$ cat src/rtl/sprite_compositor_if.sv
// Pixel-stream, sprite-table and VGA-output bundle for sprite_compositor.
interface sprite_compositor_if #(
  parameter int unsigned N_SPR = 4,
  parameter int unsigned XW    = 10,
  parameter int unsigned YW    = 9
);
  logic                  pix_stb;
  logic [XW-1:0]         x;
  logic [YW-1:0]         y;
  logic                  active;
  logic                  frame_start;
  logic [N_SPR-1:0]      spr_en;
  logic [N_SPR*XW-1:0]   spr_l;
  logic [N_SPR*XW-1:0]   spr_r;
  logic [N_SPR*YW-1:0]   spr_t;
  logic [N_SPR*YW-1:0]   spr_b;
  logic [N_SPR*12-1:0]   spr_rgb;
  logic [11:0]           bg_rgb;
  logic [3:0]            red_o;
  logic [3:0]            green_o;
  logic [3:0]            blue_o;
  logic                  hit_any;
  logic [3:0]            hit_idx;
  logic [N_SPR-1:0]      collide_mask;
  logic                  collide_valid;

  // Timing generator / game logic side
  modport master (
    output pix_stb, x, y, active, frame_start,
    output spr_en, spr_l, spr_r, spr_t, spr_b, spr_rgb, bg_rgb,
    input  red_o, green_o, blue_o, hit_any, hit_idx, collide_mask, collide_valid
  );

  // Compositor side
  modport slave (
    input  pix_stb, x, y, active, frame_start,
    input  spr_en, spr_l, spr_r, spr_t, spr_b, spr_rgb, bg_rgb,
    output red_o, green_o, blue_o, hit_any, hit_idx, collide_mask, collide_valid
  );
endinterface

$ cat src/rtl/sprite_compositor.sv
// Per-pixel sprite compositor: N_SPR fixed-priority rectangles (index 0 wins),
// play-area clip and background fill, two-strobe pipeline to 4:4:4 RGB.
// Optional macro SPRITE_COLLIDE_EN adds per-frame overlap of sprite 0 vs others.
module sprite_compositor #(
  parameter int unsigned N_SPR  = 4,
  parameter int unsigned XW     = 10,
  parameter int unsigned YW     = 9,
  parameter int unsigned AREA_L = 20,
  parameter int unsigned AREA_R = 620,
  parameter int unsigned AREA_T = 20,
  parameter int unsigned AREA_B = 460
) (
  input logic              clk_in,
  input logic              reset_in,
  sprite_compositor_if.slave bus
);

  localparam int unsigned CW = 12;
  localparam int unsigned IW = 4;

  localparam logic [XW-1:0] AL = XW'(AREA_L);
  localparam logic [XW-1:0] AR = XW'(AREA_R);
  localparam logic [YW-1:0] AT = YW'(AREA_T);
  localparam logic [YW-1:0] AB = YW'(AREA_B);

  logic [N_SPR-1:0]    hit_c;
  logic                in_area_c;

  logic [N_SPR-1:0]    hit_q;
  logic                in_area_q;
  logic [N_SPR*CW-1:0] rgb_q;
  logic [CW-1:0]       bg_q;
  logic                v1_q;

  logic [IW-1:0]       win_c;
  logic [CW-1:0]       spr_col_c;
  logic                any_c;
  logic [CW-1:0]       col_c;
  logic [IW-1:0]       idx_c;

  logic [CW-1:0]       col2_q;
  logic                any2_q;
  logic [IW-1:0]       idx2_q;
  logic                v2_q;

  logic [CW-1:0]       out_rgb_q;
  logic                out_any_q;
  logic [IW-1:0]       out_idx_q;

  // Stage-1 hit test of the presented pixel against every sprite and the play area
  always_comb begin
    hit_c = '0;
    for (int i = 0; i < N_SPR; i++) begin
      hit_c[i] = bus.spr_en[i]
              && (bus.x >= bus.spr_l[i*XW +: XW]) && (bus.x <= bus.spr_r[i*XW +: XW])
              && (bus.y >= bus.spr_t[i*YW +: YW]) && (bus.y <= bus.spr_b[i*YW +: YW]);
    end
    in_area_c = bus.active && (bus.x >= AL) && (bus.x <= AR)
                           && (bus.y >= AT) && (bus.y <= AB);
  end

  // Stage-1 register: hits plus colours sampled on the same strobe as x/y
  always_ff @(posedge clk_in or negedge reset_in) begin
    if (!reset_in) begin
      hit_q     <= '0;
      in_area_q <= 1'b0;
      rgb_q     <= '0;
      bg_q      <= '0;
      v1_q      <= 1'b0;
    end else if (bus.pix_stb) begin
      hit_q     <= hit_c;
      in_area_q <= in_area_c;
      rgb_q     <= bus.spr_rgb;
      bg_q      <= bus.bg_rgb;
      v1_q      <= 1'b1;
    end
  end

  // Stage-2 priority pick (lowest index wins) and clip/background selection
  always_comb begin
    win_c     = '0;
    spr_col_c = '0;
    for (int i = N_SPR - 1; i >= 0; i--) begin
      if (hit_q[i]) begin
        win_c     = IW'(i);
        spr_col_c = rgb_q[i*CW +: CW];
      end
    end
    any_c = v1_q && in_area_q && (|hit_q);
    if (!(v1_q && in_area_q)) begin
      col_c = '0;
    end else if (any_c) begin
      col_c = spr_col_c;
    end else begin
      col_c = bg_q;
    end
    idx_c = any_c ? win_c : '0;
  end

  // Stage-2 register
  always_ff @(posedge clk_in or negedge reset_in) begin
    if (!reset_in) begin
      col2_q <= '0;
      any2_q <= 1'b0;
      idx2_q <= '0;
      v2_q   <= 1'b0;
    end else if (bus.pix_stb) begin
      col2_q <= col_c;
      any2_q <= any_c;
      idx2_q <= idx_c;
      v2_q   <= v1_q;
    end
  end

  // Output register: black until the pipeline has refilled after reset
  always_ff @(posedge clk_in or negedge reset_in) begin
    if (!reset_in) begin
      out_rgb_q <= '0;
      out_any_q <= 1'b0;
      out_idx_q <= '0;
    end else if (bus.pix_stb) begin
      out_rgb_q <= v2_q ? col2_q : '0;
      out_any_q <= v2_q && any2_q;
      out_idx_q <= v2_q ? idx2_q : '0;
    end
  end

  assign bus.red_o   = out_rgb_q[11:8];
  assign bus.green_o = out_rgb_q[7:4];
  assign bus.blue_o  = out_rgb_q[3:0];
  assign bus.hit_any = out_any_q;
  assign bus.hit_idx = out_idx_q;

`ifdef SPRITE_COLLIDE_EN
  logic [N_SPR-1:0] contrib_c;
  logic [N_SPR-1:0] acc_q;
  logic [N_SPR-1:0] mask_q;
  logic             cvalid_q;

  // Overlaps of sprite 0 seen on this strobe; bit 0 never set
  always_comb begin
    contrib_c = '0;
    if (in_area_c && hit_c[0]) begin
      contrib_c = hit_c & ~N_SPR'(1);
    end
  end

  // Per-frame accumulator; the frame_start strobe's own hits close the old frame
  always_ff @(posedge clk_in or negedge reset_in) begin
    if (!reset_in) begin
      acc_q    <= '0;
      mask_q   <= '0;
      cvalid_q <= 1'b0;
    end else begin
      cvalid_q <= 1'b0;
      if (bus.pix_stb) begin
        if (bus.frame_start) begin
          mask_q   <= acc_q | contrib_c;
          cvalid_q <= 1'b1;
          acc_q    <= '0;
        end else begin
          acc_q <= acc_q | contrib_c;
        end
      end
    end
  end

  assign bus.collide_mask  = mask_q;
  assign bus.collide_valid = cvalid_q;
`else
  logic unused_frame_start;
  assign unused_frame_start  = bus.frame_start;
  assign bus.collide_mask    = '0;
  assign bus.collide_valid   = 1'b0;
`endif

endmodule

$ cat src/flat_wrapper.sv
// flat-port wrapper written by rule: the top's interface ports become plain ports
module sprite_compositor_flat 
#(
  parameter int unsigned N_SPR  = 4,
  parameter int unsigned XW     = 10,
  parameter int unsigned YW     = 9,
  parameter int unsigned AREA_L = 20,
  parameter int unsigned AREA_R = 620,
  parameter int unsigned AREA_T = 20,
  parameter int unsigned AREA_B = 460
)
  (clk_in, reset_in, bus_pix_stb, bus_x, bus_y, bus_active, bus_frame_start, bus_spr_en, bus_spr_l, bus_spr_r, bus_spr_t, bus_spr_b, bus_spr_rgb, bus_bg_rgb, bus_red_o, bus_green_o, bus_blue_o, bus_hit_any, bus_hit_idx, bus_collide_mask, bus_collide_valid);
  sprite_compositor_if #(.N_SPR(N_SPR), .XW(XW), .YW(YW)) bus_i ();
  input logic clk_in;
  input logic reset_in;
  input wire logic [$bits(bus_i.pix_stb)-1:0] bus_pix_stb;
  input wire logic [$bits(bus_i.x)-1:0] bus_x;
  input wire logic [$bits(bus_i.y)-1:0] bus_y;
  input wire logic [$bits(bus_i.active)-1:0] bus_active;
  input wire logic [$bits(bus_i.frame_start)-1:0] bus_frame_start;
  input wire logic [$bits(bus_i.spr_en)-1:0] bus_spr_en;
  input wire logic [$bits(bus_i.spr_l)-1:0] bus_spr_l;
  input wire logic [$bits(bus_i.spr_r)-1:0] bus_spr_r;
  input wire logic [$bits(bus_i.spr_t)-1:0] bus_spr_t;
  input wire logic [$bits(bus_i.spr_b)-1:0] bus_spr_b;
  input wire logic [$bits(bus_i.spr_rgb)-1:0] bus_spr_rgb;
  input wire logic [$bits(bus_i.bg_rgb)-1:0] bus_bg_rgb;
  output wire logic [$bits(bus_i.red_o)-1:0] bus_red_o;
  output wire logic [$bits(bus_i.green_o)-1:0] bus_green_o;
  output wire logic [$bits(bus_i.blue_o)-1:0] bus_blue_o;
  output wire logic [$bits(bus_i.hit_any)-1:0] bus_hit_any;
  output wire logic [$bits(bus_i.hit_idx)-1:0] bus_hit_idx;
  output wire logic [$bits(bus_i.collide_mask)-1:0] bus_collide_mask;
  output wire logic [$bits(bus_i.collide_valid)-1:0] bus_collide_valid;
  assign bus_i.pix_stb = bus_pix_stb;
  assign bus_i.x = bus_x;
  assign bus_i.y = bus_y;
  assign bus_i.active = bus_active;
  assign bus_i.frame_start = bus_frame_start;
  assign bus_i.spr_en = bus_spr_en;
  assign bus_i.spr_l = bus_spr_l;
  assign bus_i.spr_r = bus_spr_r;
  assign bus_i.spr_t = bus_spr_t;
  assign bus_i.spr_b = bus_spr_b;
  assign bus_i.spr_rgb = bus_spr_rgb;
  assign bus_i.bg_rgb = bus_bg_rgb;
  assign bus_red_o = bus_i.red_o;
  assign bus_green_o = bus_i.green_o;
  assign bus_blue_o = bus_i.blue_o;
  assign bus_hit_any = bus_i.hit_any;
  assign bus_hit_idx = bus_i.hit_idx;
  assign bus_collide_mask = bus_i.collide_mask;
  assign bus_collide_valid = bus_i.collide_valid;
  sprite_compositor #(.N_SPR(N_SPR), .XW(XW), .YW(YW), .AREA_L(AREA_L), .AREA_R(AREA_R), .AREA_T(AREA_T), .AREA_B(AREA_B)) u_core (.clk_in(clk_in), .reset_in(reset_in), .bus(bus_i));
endmodule
$ cat config.mk
export PLATFORM = sky130hd
export DESIGN_NAME = sprite_compositor_flat
export DESIGN_NICKNAME = d
export VERILOG_FILES = /design/src/rtl/sprite_compositor_if.sv /design/src/rtl/sprite_compositor.sv /design/src/flat_wrapper.sv
export SDC_FILE = /design/constraint.sdc
export NUM_CORES = 1
export LEC_CHECK = 0
export ABC_CLOCK_PERIOD_IN_PS = 1700
export BUFFER_PORTS_ARGS = -buffer_cell sky130_fd_sc_hd__buf_2
export CAP_MARGIN = 20
export CORE_MARGIN = 3
export CORE_UTILIZATION = 30
export DETAILED_ROUTE_END_ITERATION = 8
export GPL_ROUTABILITY_DRIVEN = 0
export SYNTH_ARGS = -nofsm -noshare
export SYNTH_HDL_FRONTEND = slang
export SYNTH_SLANG_ARGS = --single-unit
$ cat constraint.sdc
create_clock -name clk_in -period 1.7 [get_ports clk_in]
set_input_delay 0 -clock clk_in [delete_from_list [all_inputs] [get_ports clk_in]]
set_output_delay 0 -clock clk_in [all_outputs]
set_load 0.1 [all_outputs]
==> run_results.csv <==
group,metric,value,unit
status,run_status,"complete, no violations",
route,met2_wirelength,12.7,mm
power_and_ir_drop,p_leak,5.73,nW
cells_and_area,register_area,2430,µm²
sta,worst_slack,85.5,ps
cells_and_area,multi_input_area,4830,µm²
synth,seq_area_frac_synth,0.304,
synth,synth-seq-cells,97,
cts,htree_levels,3,
placed_design,place.port_buffers,253,
die,floorplan.die.height,169,µm
sta,min_period,1610,ps
critical_path,timing.rr.end,"u_core.col2_q[6]",
cells_and_area,post_route_cells_drive_above_1_share,0.317,
synth,synth_cell_types,49,
cts,cts.sinks,97,
placed_design,placed_wire_length_estimate,20.8,mm
route,antenna_violating_nets_post_route,0,
placed_design,dp.cells,1496,
critical_path,timing.rr.start,"u_core.hit_q[2]",
power_and_ir_drop,power.density_cell_area,630,nW/µm²
synth,synth_warnings,0,
grt,pin_count_of_the_biggest_net_entering_global_routing,56,
sta,tns,0,ps
synth,synth_area_leader_cell,"dfrtp_1",
route,route.vias.total,7735,
cells_and_area,num-fill-cells,2612,
grt,grt_antenna_before_repair,2,
route,wl,26.0,mm
critical_path,critical_path.startpoint,"bus_y[5]",
grt,grt_first_pass_wirelength,40.9,mm
sta,max_clock_freq,619,MHz
route,drtPass1Iterations,5,
synth,ys_dominant_reg_cell,"dfrtp_1",
critical_path,critical_path_depth,8,
die,total_number_of_placement_rows,59,
synth,post_synth_instance_area,7980,µm²
cells_and_area,design.final.nets,1626,
cells_and_area,syn2layout_area_growth,37.9,%
die,die-area,28600,µm²
cells_and_area,cell_area_after_layout,11000,µm²
cts,cts_buffer_depth,2,
route,top_routing_layer_used,"met4",
critical_path,crit_path_max_incr_delay,490,ps
critical_path,setup_cp_type,"in -> reg",
cts,worst_skew_pair.late_latency,340,ps
synth,synth_async_sr_flop_share,1.00,
sta,final.hold.worst_slack,16.2,ps
critical_path,timing.critical_path.cells,"buf_2 > ha_1 > o21ai_0 > o21ai_1 > a221oi_1 > buf_4 > a211o_1 > o32ai_2",
route,dr_wl_met3,1.45,mm
grt,first_global_vias,8060,
power_and_ir_drop,ir_worst_vdd,0.594,mV
critical_path,critPathBufInv,2,
critical_path,worst_ep_arrival_time,1820,ps
cells_and_area,layoutNonFillerInstCount,1576,
cts,clk_transition_reported_paths,60,ps
critical_path,cpMaxStageDelayCell,"a221oi_1",
synth,synth_top_area_share,0.304,
critical_path,cp-start-kind,"primary input",
critical_path,crit_end,"u_core.hit_q[3]",
critical_path,regToRegSetupSlack,100,ps
worst_hold_path,hold_crit_class,"in -> reg",
die,x_dimension_of_the_die,169,µm
route,wl_met1,11.4,mm
route,initial_drc_count,329,
grt,overflow,0,
cts,ctsRootBufferMaster,"clkbuf_16",
critical_path,critPathCaptureType,"flop",
route,post-route-drc-count,0,
job,number_of_maximum_capacitance_violations,0,
die,io-pin-count,262,
critical_path,critical_path.max_fanout,10,
sta,hold_violations,0,
critical_path,cp_top_family,"compound AO/OA/AOI/OAI gates",
grt,gr-usage-all-layers,0.179,
sta,timing.max_slew.rel_slack,0.608,
sta,setup-violations-final,0,
placed_design,worst_setup_slack_before_clock_tree_synthesis,-317,ps
route,vias_per_cell,4.91,
critical_path,worstPathRequired,1910,ps
critical_path,r2r.worst_path.cells,6,
synth,average_size_of_a_mapped_cell,9.04,µm²
synth,number_of_enable_flip_flop_cells_after_synthesis,0,
die,initial_utilization,0.305,
route,detail_route.wl_per_cell,16.5,µm
sta,worst_slew_pin_slew,588,ps
sta,number_of_pins_exceeding_their_max_slew_limit_in_the_final_report,0,
synth,synth_top_area_cells,"dfrtp_1, ha_1, mux2_2",
die,placeableCoreArea,26100,µm²
synth,synth_cells,882,
cts,numCtsBuffers,9,
sta,fin_crit_sh,0.950,
sta,finalClockSkew,4.17,ps
cts,cts_tree,"built",
placed_design,placed_cell_area,10000,µm²
## power by group
part / switching, W / leakage (nW) / internal, W / total, W
Combinational: 0.00125 / 4.39 / 0.00100 / 0.00225
Clock: 0.000829 / 0.144 / 0.00118 / 0.00201
Sequential: 0.000156 / 1.19 / 0.00252 / 0.00268
## Yosys cell counts, drive strengths merged (10+ instances only)
cell    number
a221oi      13
o22ai       14
a21o        12
a211oi      11
o311ai      12
o21ai       50
nor2b       15
nand4       18
nand3       30
clkbuf      20
dfrtp       97
o211ai      10
ha         152
nor2        33
buf         12
mux2        61
a21oi       45
nor3        11
nand2       32
inv        175
## registers in the layout, summed over array words and instances (netlist names)
signal              flops
u_core.any2_q           1
u_core.hit_q            4
u_core.out_rgb_q       12
u_core.bus.hit_idx      2
u_core.bg_q            12
u_core.rgb_q           48
u_core.v2_q             1
u_core.col2_q          12
u_core.v1_q             1
u_core.bus.hit_any      1
u_core.idx2_q           2
u_core.in_area_q        1
## worst min-delay path by stage
stage	from	cells past startpoint	end
3_3_place_gp	reset_in	1	u_core.out_rgb_q[6]
2_1_floorplan	reset_in	0	u_core.any2_q
5_1_grt	bus_active	3	u_core.in_area_q
3_5_place_dp	reset_in	1	u_core.out_rgb_q[5]
4_1_cts	bus_active	3	u_core.in_area_q
6_report	bus_active	3	u_core.in_area_q
## worst min-delay path, cell delays in order
cell and delay, ps:
buf_2 100, nand4_1 110, o22ai_1 90
## routing by layer
metal	track usage	vias to the layer above
li1	-	3833
met1	0.224	3631
met2	0.322	243
met3	0.0322	28
met4	0.0370	0
met5	0	-
## layout by cell type (no fill, tap or decap), drive strengths merged, types with 4 or more instances in the layout
cell         instances
a211oi              11
a21o                12
a21oi               45
a221oi              13
buf                306
clkbuf              13
conb                 7
dfrtp               97
dlygate4sd3         61
ha                 152
inv                175
mux2                61
nand2               32
nand2b               9
nand3               30
nand4               18
nor2                33
nor2b               15
nor3                11
nor4                 4
o211ai              10
o21a                 5
o21ai               50
o22ai               14
o311ai              12
o31ai                4
o41ai                4
or4                  4
## final cells by class
type / count / area share
clock buffers: 13 / 0.0228
inverters: 175 / 0.0597
repair buffers: 367 / 0.216
diodes: 2 / 0.000455
well taps: 335 / 0.0381
clock inverters: 3 / 0.00364
flip-flops and latches: 97 / 0.221
multi-input cells: 584 / 0.439
## per-stage QoR
stage / power (W) / utilization
2_1_floorplan: 0.00395 / -
5_1_grt: 0.00736 / 0.421
3_5_place_dp: 0.00484 / 0.383
6_report: 0.00693 / 0.421
4_1_cts: 0.00698 / 0.418
3_3_place_gp: 0.00480 / 0.383
## logic make-up after synthesis
logic type / after synthesis / share of synthesized area
buffers and inverters: 207 / 0.101
AND/OR/NAND/NOR: 165 / 0.105
flip-flops: 97 / 0.304
multiplexers: 61 / 0.0861
AO/OA/AOI/OAI: 199 / 0.164
other: 1 / 0.000470
adder cells (fa/ha/maj): 152 / 0.238
## timing repair
action / 4_1_cts / 5_1_grt
cloned: 0 / 0
gates resized for setup: 1 / 12
setup endpoints to repair: 1 / 10
hold buffers: 61 / 0
pin swaps: 0 / 3
endpoints found under the hold margin: 99 / 0
buffers inserted: 0 / 2
Power figures use the tool's default switching activity.
